`src/rtl/alu_div_pkg.sv`:
```
// Shared definitions for the multi-cycle divider: FSM state encoding,
// FLAGS bit positions (same layout as the combinational ALU) and the
// AAM flag generation helper.
package alu_div_pkg;

    typedef enum logic [1:0] {
        DIV_IDLE  = 2'd0,
        DIV_CHECK = 2'd1,
        DIV_RUN   = 2'd2,
        DIV_FIX   = 2'd3
    } div_state_e;

    localparam int FLAG_C = 0;
    localparam int FLAG_P = 2;
    localparam int FLAG_A = 4;
    localparam int FLAG_Z = 6;
    localparam int FLAG_S = 7;
    localparam int FLAG_O = 11;

    // AAM: S/Z/P follow the new AL, O/A/C are cleared, the rest pass through.
    function automatic logic [11:0] aam_flags(input logic [11:0] f, input logic [7:0] al);
        logic [11:0] r;
        r         = f;
        r[FLAG_S] = al[7];
        r[FLAG_Z] = (al == 8'h00);
        r[FLAG_P] = ~^al;
        r[FLAG_O] = 1'b0;
        r[FLAG_A] = 1'b0;
        r[FLAG_C] = 1'b0;
        return r;
    endfunction

endpackage

```
`src/rtl/alu_div_step.sv`:
```
// One restoring divide step: compare the 17-bit shifted partial remainder
// against the divisor and subtract when it fits. Combinational, 0 cycles.
// No handshake; reused by the control FSM once per RUN cycle.
// Ports: prem_in (17b shifted partial remainder), divisor (16b),
//        prem_out (16b new partial remainder), qbit (quotient bit).
module alu_div_step (
    input  logic [16:0] prem_in,
    input  logic [15:0] divisor,
    output logic [15:0] prem_out,
    output logic        qbit
);

    logic [15:0] diff;

    always_comb begin
        qbit = (prem_in >= {1'b0, divisor});
        // When the subtraction happens the result is below the divisor,
        // so 16 bits are enough and the carry-out is never needed.
        diff     = prem_in[15:0] - divisor;
        prem_out = qbit ? diff : prem_in[15:0];
    end

endmodule

```
`src/rtl/alu_div.sv`:
```
// DIV/IDIV (8/16-bit) and AAM divider with 8086 divide-error detection.
// Latency: N+2 cycles from accepting edge to done (N=8 or 16); 1 cycle on an early error.
// start is only taken while idle and not in the done cycle; requests while busy are dropped.
// Ports: clock/reset_n; start, isize, signd, aam, op1 (dividend), op2 (divisor),
//        flags (FLAGS in); busy, done, div_err, quot, rem, flags_o (results, valid with done).
module alu_div
    import alu_div_pkg::*;
(
    input  logic        clock,
    input  logic        reset_n,
    input  logic        start,
    input  logic        isize,
    input  logic        signd,
    input  logic        aam,
    input  logic [31:0] op1,
    input  logic [15:0] op2,
    input  logic [11:0] flags,
    output logic        busy,
    output logic        done,
    output logic        div_err,
    output logic [15:0] quot,
    output logic [15:0] rem,
    output logic [11:0] flags_o
);

    div_state_e  state_q, state_d;
    logic [3:0]  cnt_q, cnt_d;
    logic        isize_q, isize_d, signd_q, signd_d, aam_q, aam_d;
    logic [31:0] op1_q, op1_d;
    logic [15:0] op2_q, op2_d;
    logic [11:0] flags_q, flags_d;
    logic [15:0] pr_q, pr_d;      // partial remainder
    logic [15:0] lo_q, lo_d;      // dividend low half shifting out, quotient bits shifting in
    logic [15:0] dvs_q, dvs_d;    // divisor magnitude
    logic        qneg_q, qneg_d, rneg_q, rneg_d;
    logic        done_q, done_d, div_err_q, div_err_d;
    logic [15:0] quot_q, quot_d, rem_q, rem_d;
    logic [11:0] flags_o_q, flags_o_d;

    logic        wide, dvd_neg, dvs_neg, chk_err, fix_err;
    logic [31:0] dvd_mag;
    logic [15:0] dvs_mag, hi_mag, lo_init, qmag;
    logic [15:0] step_prem;
    logic        step_qbit;

    alu_div_step u_step (
        .prem_in  ({pr_q, lo_q[15]}),
        .divisor  (dvs_q),
        .prem_out (step_prem),
        .qbit     (step_qbit)
    );

    // Operand magnitudes from the latched request. The 8-bit low half is
    // left-aligned so the next dividend bit is always lo_q[15].
    always_comb begin
        wide = isize_q & ~aam_q;
        if (aam_q) begin
            dvd_neg = 1'b0;
            dvs_neg = 1'b0;
            dvd_mag = {24'h0, op1_q[7:0]};
            dvs_mag = {8'h0, op2_q[7:0]};
        end else if (wide) begin
            dvd_neg = signd_q & op1_q[31];
            dvs_neg = signd_q & op2_q[15];
            dvd_mag = dvd_neg ? -op1_q : op1_q;
            dvs_mag = dvs_neg ? -op2_q : op2_q;
        end else begin
            dvd_neg = signd_q & op1_q[15];
            dvs_neg = signd_q & op2_q[7];
            dvd_mag = {16'h0, (dvd_neg ? -op1_q[15:0] : op1_q[15:0])};
            dvs_mag = {8'h0, (dvs_neg ? -op2_q[7:0] : op2_q[7:0])};
        end
        hi_mag  = wide ? dvd_mag[31:16] : {8'h0, dvd_mag[15:8]};
        lo_init = wide ? dvd_mag[15:0]  : {dvd_mag[7:0], 8'h0};
        // High half not below the divisor means the quotient cannot fit.
        chk_err = (dvs_mag == 16'h0) || (hi_mag >= dvs_mag);
        qmag    = wide ? lo_q : {8'h0, lo_q[7:0]};
        // Signed quotients trap above 2^(N-1)-1, including the most negative value.
        fix_err = signd_q && (qmag > (wide ? 16'h7FFF : 16'h007F));
    end

    always_comb begin
        state_d   = state_q;
        cnt_d     = cnt_q;
        isize_d   = isize_q;
        signd_d   = signd_q;
        aam_d     = aam_q;
        op1_d     = op1_q;
        op2_d     = op2_q;
        flags_d   = flags_q;
        pr_d      = pr_q;
        lo_d      = lo_q;
        dvs_d     = dvs_q;
        qneg_d    = qneg_q;
        rneg_d    = rneg_q;
        done_d    = 1'b0;
        div_err_d = div_err_q;
        quot_d    = quot_q;
        rem_d     = rem_q;
        flags_o_d = flags_o_q;

        case (state_q)
            DIV_IDLE: begin
                // done_q blocks a start issued in the done cycle itself.
                if (start && !done_q) begin
                    isize_d = isize;
                    signd_d = signd;
                    aam_d   = aam;
                    op1_d   = op1;
                    op2_d   = op2;
                    flags_d = flags;
                    state_d = DIV_CHECK;
                end
            end
            DIV_CHECK: begin
                if (chk_err) begin
                    div_err_d = 1'b1;
                    done_d    = 1'b1;
                    flags_o_d = flags_q;
                    state_d   = DIV_IDLE;
                end else begin
                    pr_d    = hi_mag;
                    lo_d    = lo_init;
                    dvs_d   = dvs_mag;
                    qneg_d  = dvd_neg ^ dvs_neg;
                    rneg_d  = dvd_neg;
                    cnt_d   = wide ? 4'd15 : 4'd7;
                    state_d = DIV_RUN;
                end
            end
            DIV_RUN: begin
                pr_d  = step_prem;
                lo_d  = {lo_q[14:0], step_qbit};
                cnt_d = cnt_q - 4'd1;
                if (cnt_q == 4'd0) begin
                    state_d = DIV_FIX;
                end
            end
            DIV_FIX: begin
                quot_d    = qneg_q ? -qmag : qmag;
                rem_d     = rneg_q ? -pr_q : pr_q;
                div_err_d = fix_err;
                flags_o_d = aam_q ? aam_flags(flags_q, pr_q[7:0]) : flags_q;
                done_d    = 1'b1;
                state_d   = DIV_IDLE;
            end
            default: state_d = DIV_IDLE;
        endcase
    end

    always_ff @(posedge clock or negedge reset_n) begin
        if (!reset_n) begin
            state_q   <= DIV_IDLE;
            cnt_q     <= 4'd0;
            isize_q   <= 1'b0;
            signd_q   <= 1'b0;
            aam_q     <= 1'b0;
            op1_q     <= 32'h0;
            op2_q     <= 16'h0;
            flags_q   <= 12'h0;
            pr_q      <= 16'h0;
            lo_q      <= 16'h0;
            dvs_q     <= 16'h0;
            qneg_q    <= 1'b0;
            rneg_q    <= 1'b0;
            done_q    <= 1'b0;
            div_err_q <= 1'b0;
            quot_q    <= 16'h0;
            rem_q     <= 16'h0;
            flags_o_q <= 12'h0;
        end else begin
            state_q   <= state_d;
            cnt_q     <= cnt_d;
            isize_q   <= isize_d;
            signd_q   <= signd_d;
            aam_q     <= aam_d;
            op1_q     <= op1_d;
            op2_q     <= op2_d;
            flags_q   <= flags_d;
            pr_q      <= pr_d;
            lo_q      <= lo_d;
            dvs_q     <= dvs_d;
            qneg_q    <= qneg_d;
            rneg_q    <= rneg_d;
            done_q    <= done_d;
            div_err_q <= div_err_d;
            quot_q    <= quot_d;
            rem_q     <= rem_d;
            flags_o_q <= flags_o_d;
        end
    end

    assign busy    = (state_q != DIV_IDLE);
    assign done    = done_q;
    assign div_err = div_err_q;
    assign quot    = quot_q;
    assign rem     = rem_q;
    assign flags_o = flags_o_q;

endmodule

```
`config.mk`:
```
export PLATFORM = sky130hd
export DESIGN_NAME = alu_div
export DESIGN_NICKNAME = d
export VERILOG_FILES = /design/src/rtl/alu_div_pkg.sv /design/src/rtl/alu_div_step.sv /design/src/rtl/alu_div.sv
export SDC_FILE = /design/constraint.sdc
export NUM_CORES = 1
export LEC_CHECK = 0
export ABC_AREA = 1
export ABC_CLOCK_PERIOD_IN_PS = 6710
export BUFFER_PORTS_ARGS = -buffer_cell sky130_fd_sc_hd__buf_4
export CAP_MARGIN = 20
export CORE_MARGIN = 1.5
export CORE_UTILIZATION = 55
export DETAILED_ROUTE_END_ITERATION = 10
export PLACE_DENSITY = 0.82
export SYNTH_ARGS = -nofsm -noshare
export SYNTH_HDL_FRONTEND = slang
export SYNTH_SLANG_ARGS = --single-unit
```
`constraint.sdc`:
```
create_clock -name clock -period 6.71 [get_ports clock]
set_input_delay 1.0065 -clock clock [delete_from_list [all_inputs] [get_ports clock]]
set_output_delay 1.0065 -clock clock [all_outputs]
set_load 0.02 [all_outputs]
```
=== After elaboration in Yosys (flattened, before gate mapping) ===
Index checks and enable logic that the tools add are counted.

* Add/subtract/negate cells: 8
* Multiply operators: 0
* Divide/modulo/power cells: 0
* Magnitude comparators: 3
* Equal/unequal tests: 7
* Shift operators: 0
* Mux-type cells: 37
* Bitwise operators: 8
* Reduce and logical (&&, ||, !) cells: 17

{| class="wikitable"
|+ Operator list
! operator !! number
|-
| two-way mux 16 bit || 12
|-
| two-way mux 32 bit || 3
|-
| negator 16 bit || 4
|-
| case mux 16 bit (2 select lines) || 2
|-
| negator 32 bit || 1
|-
| two-way mux 12 bit || 2
|-
| case mux 12 bit (2 select lines) || 1
|-
| >= comparator 17 x 16 -> 1 bit || 1
|-
| >= comparator 16 bit || 1
|-
| > comparator 16 x 15 -> 1 bit || 1
|-
| zero test 16 bit || 1
|-
| subtractor 16 bit || 1
|-
| two-way mux 15 bit || 1
|-
| AND reduction 2 bit || 5
|-
| zero test 8 bit || 1
|-
| two-way mux 4 bit || 2
|-
| two-way mux 8 bit || 1
|-
| inequality test 2 bit (second input constant) || 4
|-
| negator 8 bit || 1
|-
| case mux 2 bit (4 select lines) || 1
|-
| case mux 4 bit (2 select lines) || 1
|-
| XNOR reduction 8 bit || 1
|-
| two-way mux 1 bit || 6
|-
| two-way mux 2 bit || 3
|-
| other kinds (13) || 23
|}

* Register bits: 165
* Latch bits: 0
* Bits in writable memories: 0
* ROM bits: 0
* Input bits: 66
* Output and inout bits: 47
* Word-level logic and storage cells: 98
* Memories kept: 0

=== Longest topological paths before layout ===
* Depth in word-level cells: 9
* Depth in mapped cells: 25
* Depth with buffers taken out: 24

=== Modules after synthesis ===
A second synthesis with hierarchy kept.

* Cell total of the unflattened synthesis: 1,594
* Area, all modules: 11,104.4 µm²

{| class="wikitable"
|+ Modules (own cells, without submodules)
! module !! instances !! cells an instance !! area each (µm²) !! sequential area each (µm²)
|-
| alu_div || 1 || 1,325 || 9,749.4 || 4,129.0
|-
| alu_div_step || 1 || 269 || 1,355.0 || 0.0
|}

=== Worst setup path before layout ===
No wires, ideal clock.

* Kind: register to register
* Start point: register op1_q[1]
* End point: register flags_o_q[1] (netlist: flags_o[1])
* Setup time: 117 ps
* Arrival: 2,874 ps
* Data required time: 6,593 ps
* Path slack: 3,719 ps
* Stages on the path, launching flop included: 23
* Buffers on the path: 2
* Period minus slack after synthesis: 2,991 ps
* Cell sequence: dfrtp_1 -> inv_1 -> ha_1 -> nand2_1 -> nor2_1 -> nand3_1 -> nor2_1 -> xor2_1 -> nand2_1 -> nand2_1 -> nand2_1 -> and2_1 -> ha_1 -> nand2_1 -> o21ai_0 -> a21oi_1 -> o21ai_0 -> a21oi_1 -> nand3_2 -> buf_6 -> buf_6 -> nand3_1 -> nand2_1

* Cells in the longest elaborated chain, start to end: 9
* Elaborated cells between the ends (all ways): 11
* Those cells by class: add/sub (2); order compare (1); eq/ne (1); mux (5); reduce/logical (2)

{| class="wikitable"
|+ Ends and longest elaborated chain
! item !! line !! RTL
|-
| from (decl) || alu_div.sv:29 || <nowiki>logic [31:0] op1_q, op1_d;</nowiki>
|-
| from (signal assigned) || alu_div.sv:177 || <nowiki>op1_q <= op1_d;</nowiki>
|-
| negator 32 bit / negator 16 bit (equally long branches) || alu_div.sv:65, alu_div.sv:70 ||
|-
| two-way mux 32 bit / two-way mux 16 bit (equally long branches) || alu_div.sv:65, alu_div.sv:70 ||
|-
| two-way mux 32 bit * || alu_div.sv:62 || <nowiki>end else if (wide) begin</nowiki>
|-
| two-way mux 32 bit * || alu_div.sv:57 || <nowiki>if (aam_q) begin</nowiki>
|-
| two-way mux 16 bit * || alu_div.sv:73 || <nowiki>hi_mag = wide ? dvd_mag[31:16] : {8'h0, dvd_mag[15:8]};</nowiki>
|-
| >= comparator 16 bit * || alu_div.sv:76 || <nowiki>chk_err = (dvs_mag == 16'h0) || (hi_mag >= dvs_mag);</nowiki>
|-
| logical OR 1 bit * || alu_div.sv:76 ||
|-
| inequality test 2 bit (no line) * || - ||
|-
| AND reduction 2 bit (no line) * || - ||
|-
| to (signal assigned) || alu_div.sv:189 || <nowiki>flags_o_q <= flags_o_d;</nowiki>
|-
| to (decl) || alu_div.sv:38 || <nowiki>logic [11:0] flags_o_q, flags_o_d;</nowiki>
|}

Mark *: on every way between the ends. The rest lies on a longest branch, timed or not.
A chain may end at the register's enable or synchronous reset.

=== Final worst setup path ===
* Start point: register isize_q
* End point: register lo_q[14]

* Cells in the longest elaborated chain, start to end: 8
* Elaborated cells between the ends (all ways): 14
* Those cells by class: order compare (1); eq/ne (1); mux (8); bitwise (1); reduce/logical (3)

{| class="wikitable"
|+ Ends and longest elaborated chain
! item !! line !! RTL
|-
| from (decl) || alu_div.sv:28 || <nowiki>logic isize_q, isize_d, signd_q, signd_d, aam_q, aam_d;</nowiki>
|-
| from (signal assigned) || alu_div.sv:174 || <nowiki>isize_q <= isize_d;</nowiki>
|-
| bitwise AND 1 bit * || alu_div.sv:56 || <nowiki>wide = isize_q & ~aam_q;</nowiki>
|-
| two-way mux 32 bit || alu_div.sv:62 ||
|-
| two-way mux 32 bit || alu_div.sv:57 ||
|-
| two-way mux 16 bit || alu_div.sv:73 ||
|-
| >= comparator 16 bit || alu_div.sv:76 ||
|-
| logical OR 1 bit || alu_div.sv:76 ||
|-
| inequality test 2 bit (no line) || - ||
|-
| AND reduction 2 bit (no line) || - ||
|-
| to (signal assigned) || alu_div.sv:181 || <nowiki>lo_q <= lo_d;</nowiki>
|-
| to (decl) || alu_div.sv:33 || <nowiki>logic [15:0] lo_q, lo_d;</nowiki>
|}

Mark *: on every way between the ends. The rest lies on a longest branch, timed or not. The select of a mux whose other input is x is not followed.

==> results.toml <==
[timing]
setup_viol = 0
slew_headroom_pct = 36.1
fin_crit_ps = 4860
report.final.hold_viol_count = 0
fin_crit_sh_pct = 72.4
fin_skew_ps = 11.2
fmax_ghz = 0.206
worst_slew_pin_slew_ps = 956
timing.hold.ws_ps = 474
rsz0062_at_grt = "false"
slew_viol_final = 0
setup-tns-final_ps = 0

[worst_setup_path]
worstSetupPathType = "flop to flop"
worstPathMaxFanout = 36
cp-end-kind = "flop"
worst_ep_required_time_ps = 7080
critical_path_arrival_ps = 5230
cp-start-kind = "flop"

[pwr]
p_leak_nw = 6.06
pwr-share-clk_pct = 13.9
power.density_nw_per_um2 = 554
p_switching_mw = 3.43
seqPwrFrac_pct = 27.4
p_total_mw = 6.72
comb_power_share_pct = 58.6
peakVddDrop_uv = 297
switching_share_pct = 51.1
p_int_mw = 3.29

[global_route]
grt_max_degree = 100
grt_pass1_wl_mm = 46.4
grt_overflow = 0
grt_pass1_vias = 9165
antenna_found_initial = 0
grtUsageTotal_pct = 29.1

[cts]
clk_pin_slew_worst_paths_ps = 70
clk_latency_ps = 440
cts_buffer_depth = 2
cts_root_buf = "clkbuf_16"
cts_num_sinks = 165
cts_tree = "yes"
cts_hold_buf = 0
cts_made_buffers = 17
htreeDepth = 4
cts_resized = 0
cts_setup_buffers = 0

[synth]
ys.flop_type = "dfrtp_1"
yosysMostFrequentCell = "nand2_1"
yosysTopAreaCell = "dfrtp_1"
netlist_top_cells_area = "dfrtp_1 (39%), nand2_1 (14%), nand3_1 (7.0%), nor2_1 (6.2%), inv_1 (5.1%)"
syn-num-nets = 1599
yosysUniqueCellTypes = 40
async_flop_share_pct = 100
syn-cell-area_um2 = 10700
yosysTopAreaCellShare_pct = 38.7
ys_warn_count = 0
ys_seq_elements = 165
yosysSeqAreaShare_pct = 38.7
synth_common_cells = "nand2_1 (392), nor2_1 (175), dfrtp_1 (165)"
syn_inst = 1490
synth_area_per_cell_um2 = 7.15
synth-edff-count = 0

[place]
dp_hpwl_mm = 21.4
gp_congestion = 0.959
numPortBuffers = 112

[floorplanning]
coreArea_um2 = 18800
ios = 113
die-width_um = 142
die_h_um = 142
initial_core_util_pct = 56.6
num_rows = 50
dieArea_um2 = 20200

[final_layout]
fill_cells = 1709
nets = 1677
layout-drive-gt1-share_pct = 11.8
antenna-diode-count = 0
synthToLayoutAreaGrowth_pct = 13.9
utilization_pct = 64.4

[run]
drv_cap = 0

[outcome]
status = "completed"

[routing]
ant_nets = 0
routed_wl_mm = 28.7
drt-initial-drc-count = 1019
via_per_inst = 5.53
wl_per_cell_um = 15.6
drc_errors = 0
num_vias = 10189
dr.pass1.iters = 5

[worst_hold_path]
hold_class = "flop to flop"
[cells by family (layout without fill, tap and decap cells)]
group / count (synthesis) / count (layout) / synth area share [%]
buffers and inverters: 210 / 301 / 8.11
and+or+nand+nor: 765 / 765 / 29.9
xor gates and xnor gates: 57 / 57 / 4.83
AOI/OAI and AO/OA: 232 / 232 / 11.4
muxes: 18 / 18 / 1.90
adders and majority gates: 43 / 43 / 5.12
DFF: 165 / 165 / 38.7
[power groups by stage]
stage | Sequential, mW | Combinational [mW] | Clock [mW]
final | 1.84 | 3.94 | 0.937
after global routing | 1.90 | 4.40 | 0.987
after CTS | 1.83 | 3.88 | 0.943
after detailed placement | 1.85 | 3.85 | 0
after global placement | 1.84 | 3.79 | 0
after floorplan | 1.85 | 2.83 | 0
[worst max-delay path, stage by stage, from the launching register on]
cell and delay [ps]:
dfrtp_1 600, inv_4 110, nor2_4 620, clkinv_1 690, o21ai_0 480, ha_1 320, a21oi_1 160, o21ai_0 100
a21oi_1 120, o21ai_0 80, a21oi_1 170, nand3_2 370, nand2_2 710, nand2_1 160, nand2_1 100
[metal layers]
metal  GRT usage, %  share of wire, %  wire length [µm]  vias up
li1               -                 -                 -     4990
met1           42.1                45             13000     4714
met2           45.3                45             13000      442
met3           4.07               7.3              2090       43
met4           9.22               2.2               640        0
met5              0                 0                 0        -
[metrics by stage]
step                instance area, µm²  worst slack [ps]  cells
floorplan                        10700              3720   1490
global placement                 11600              2140   1809
global route                     12100              1420   1841
detailed placement               11600              1930   1809
finish                           12100              1850   1841
CTS                              12100              1940   1841
[cell type report]
| cell class | count | area [µm²] | share of cell area (%) |
|---|---|---|---|
| Tap cell | 260 | 325 | 2.68 |
| Multi-Input combinational cell | 1115 | 5670 | 46.7 |
| Timing Repair Buffer | 119 | 897 | 7.39 |
| Clock buffer | 19 | 433 | 3.57 |
| Clock inverter | 13 | 115 | 0.949 |
| Sequential cell | 165 | 4130 | 34.0 |
| Inverter | 150 | 566 | 4.66 |
[placed cells by master, fill, tap and decap left out, drive strengths merged, types with 2 or more instances in the layout]
master | netlist | routed
a21boi | 2 | 2
a21o | 2 | 2
a21oi | 103 | 103
a22oi | 2 | 2
a31oi | 8 | 8
buf | 20 | 119
clkbuf | 40 | 19
clkinv | 3 | 6
clkinvlp | 0 | 2
dfrtp | 165 | 165
ha | 42 | 42
inv | 147 | 155
mux2 | 18 | 18
nand2 | 397 | 397
nand3 | 149 | 149
nand3b | 5 | 5
nand4 | 18 | 18
nor2 | 177 | 177
nor3 | 11 | 11
nor4 | 2 | 2
o211ai | 3 | 3
o21ai | 104 | 104
o22ai | 6 | 6
or2 | 4 | 4
xnor2 | 8 | 8
xor2 | 49 | 49
[state kept, by name (all words and copies together) (netlist names), 4 cells and up, named ones only]
name	cells
rem	16
op2_q	16
flags_o	12
pr_q	16
quot	16
cnt_q	4
flags_q	12
dvs_q	16
op1_q	32
lo_q	16
[worst paths after layout]
check | from | endpoint | slack [ps] | cells after the start
hold reg to reg | flags_o[10] | flags_o[10] | 470 | 2
setup / recovery | isize_q | lo_q[14] | 1850 | 14
max in group asynchronous | reset_n | op1_q[25] | 4640 | 2
min in group asynchronous | reset_n | quot[10] | 670 | 1
setup reg to reg | isize_q | lo_q[14] | 1850 | 14
hold / removal | flags_o[10] | flags_o[10] | 470 | 2
No activity file was read; power rests on OpenSTA's default activity.
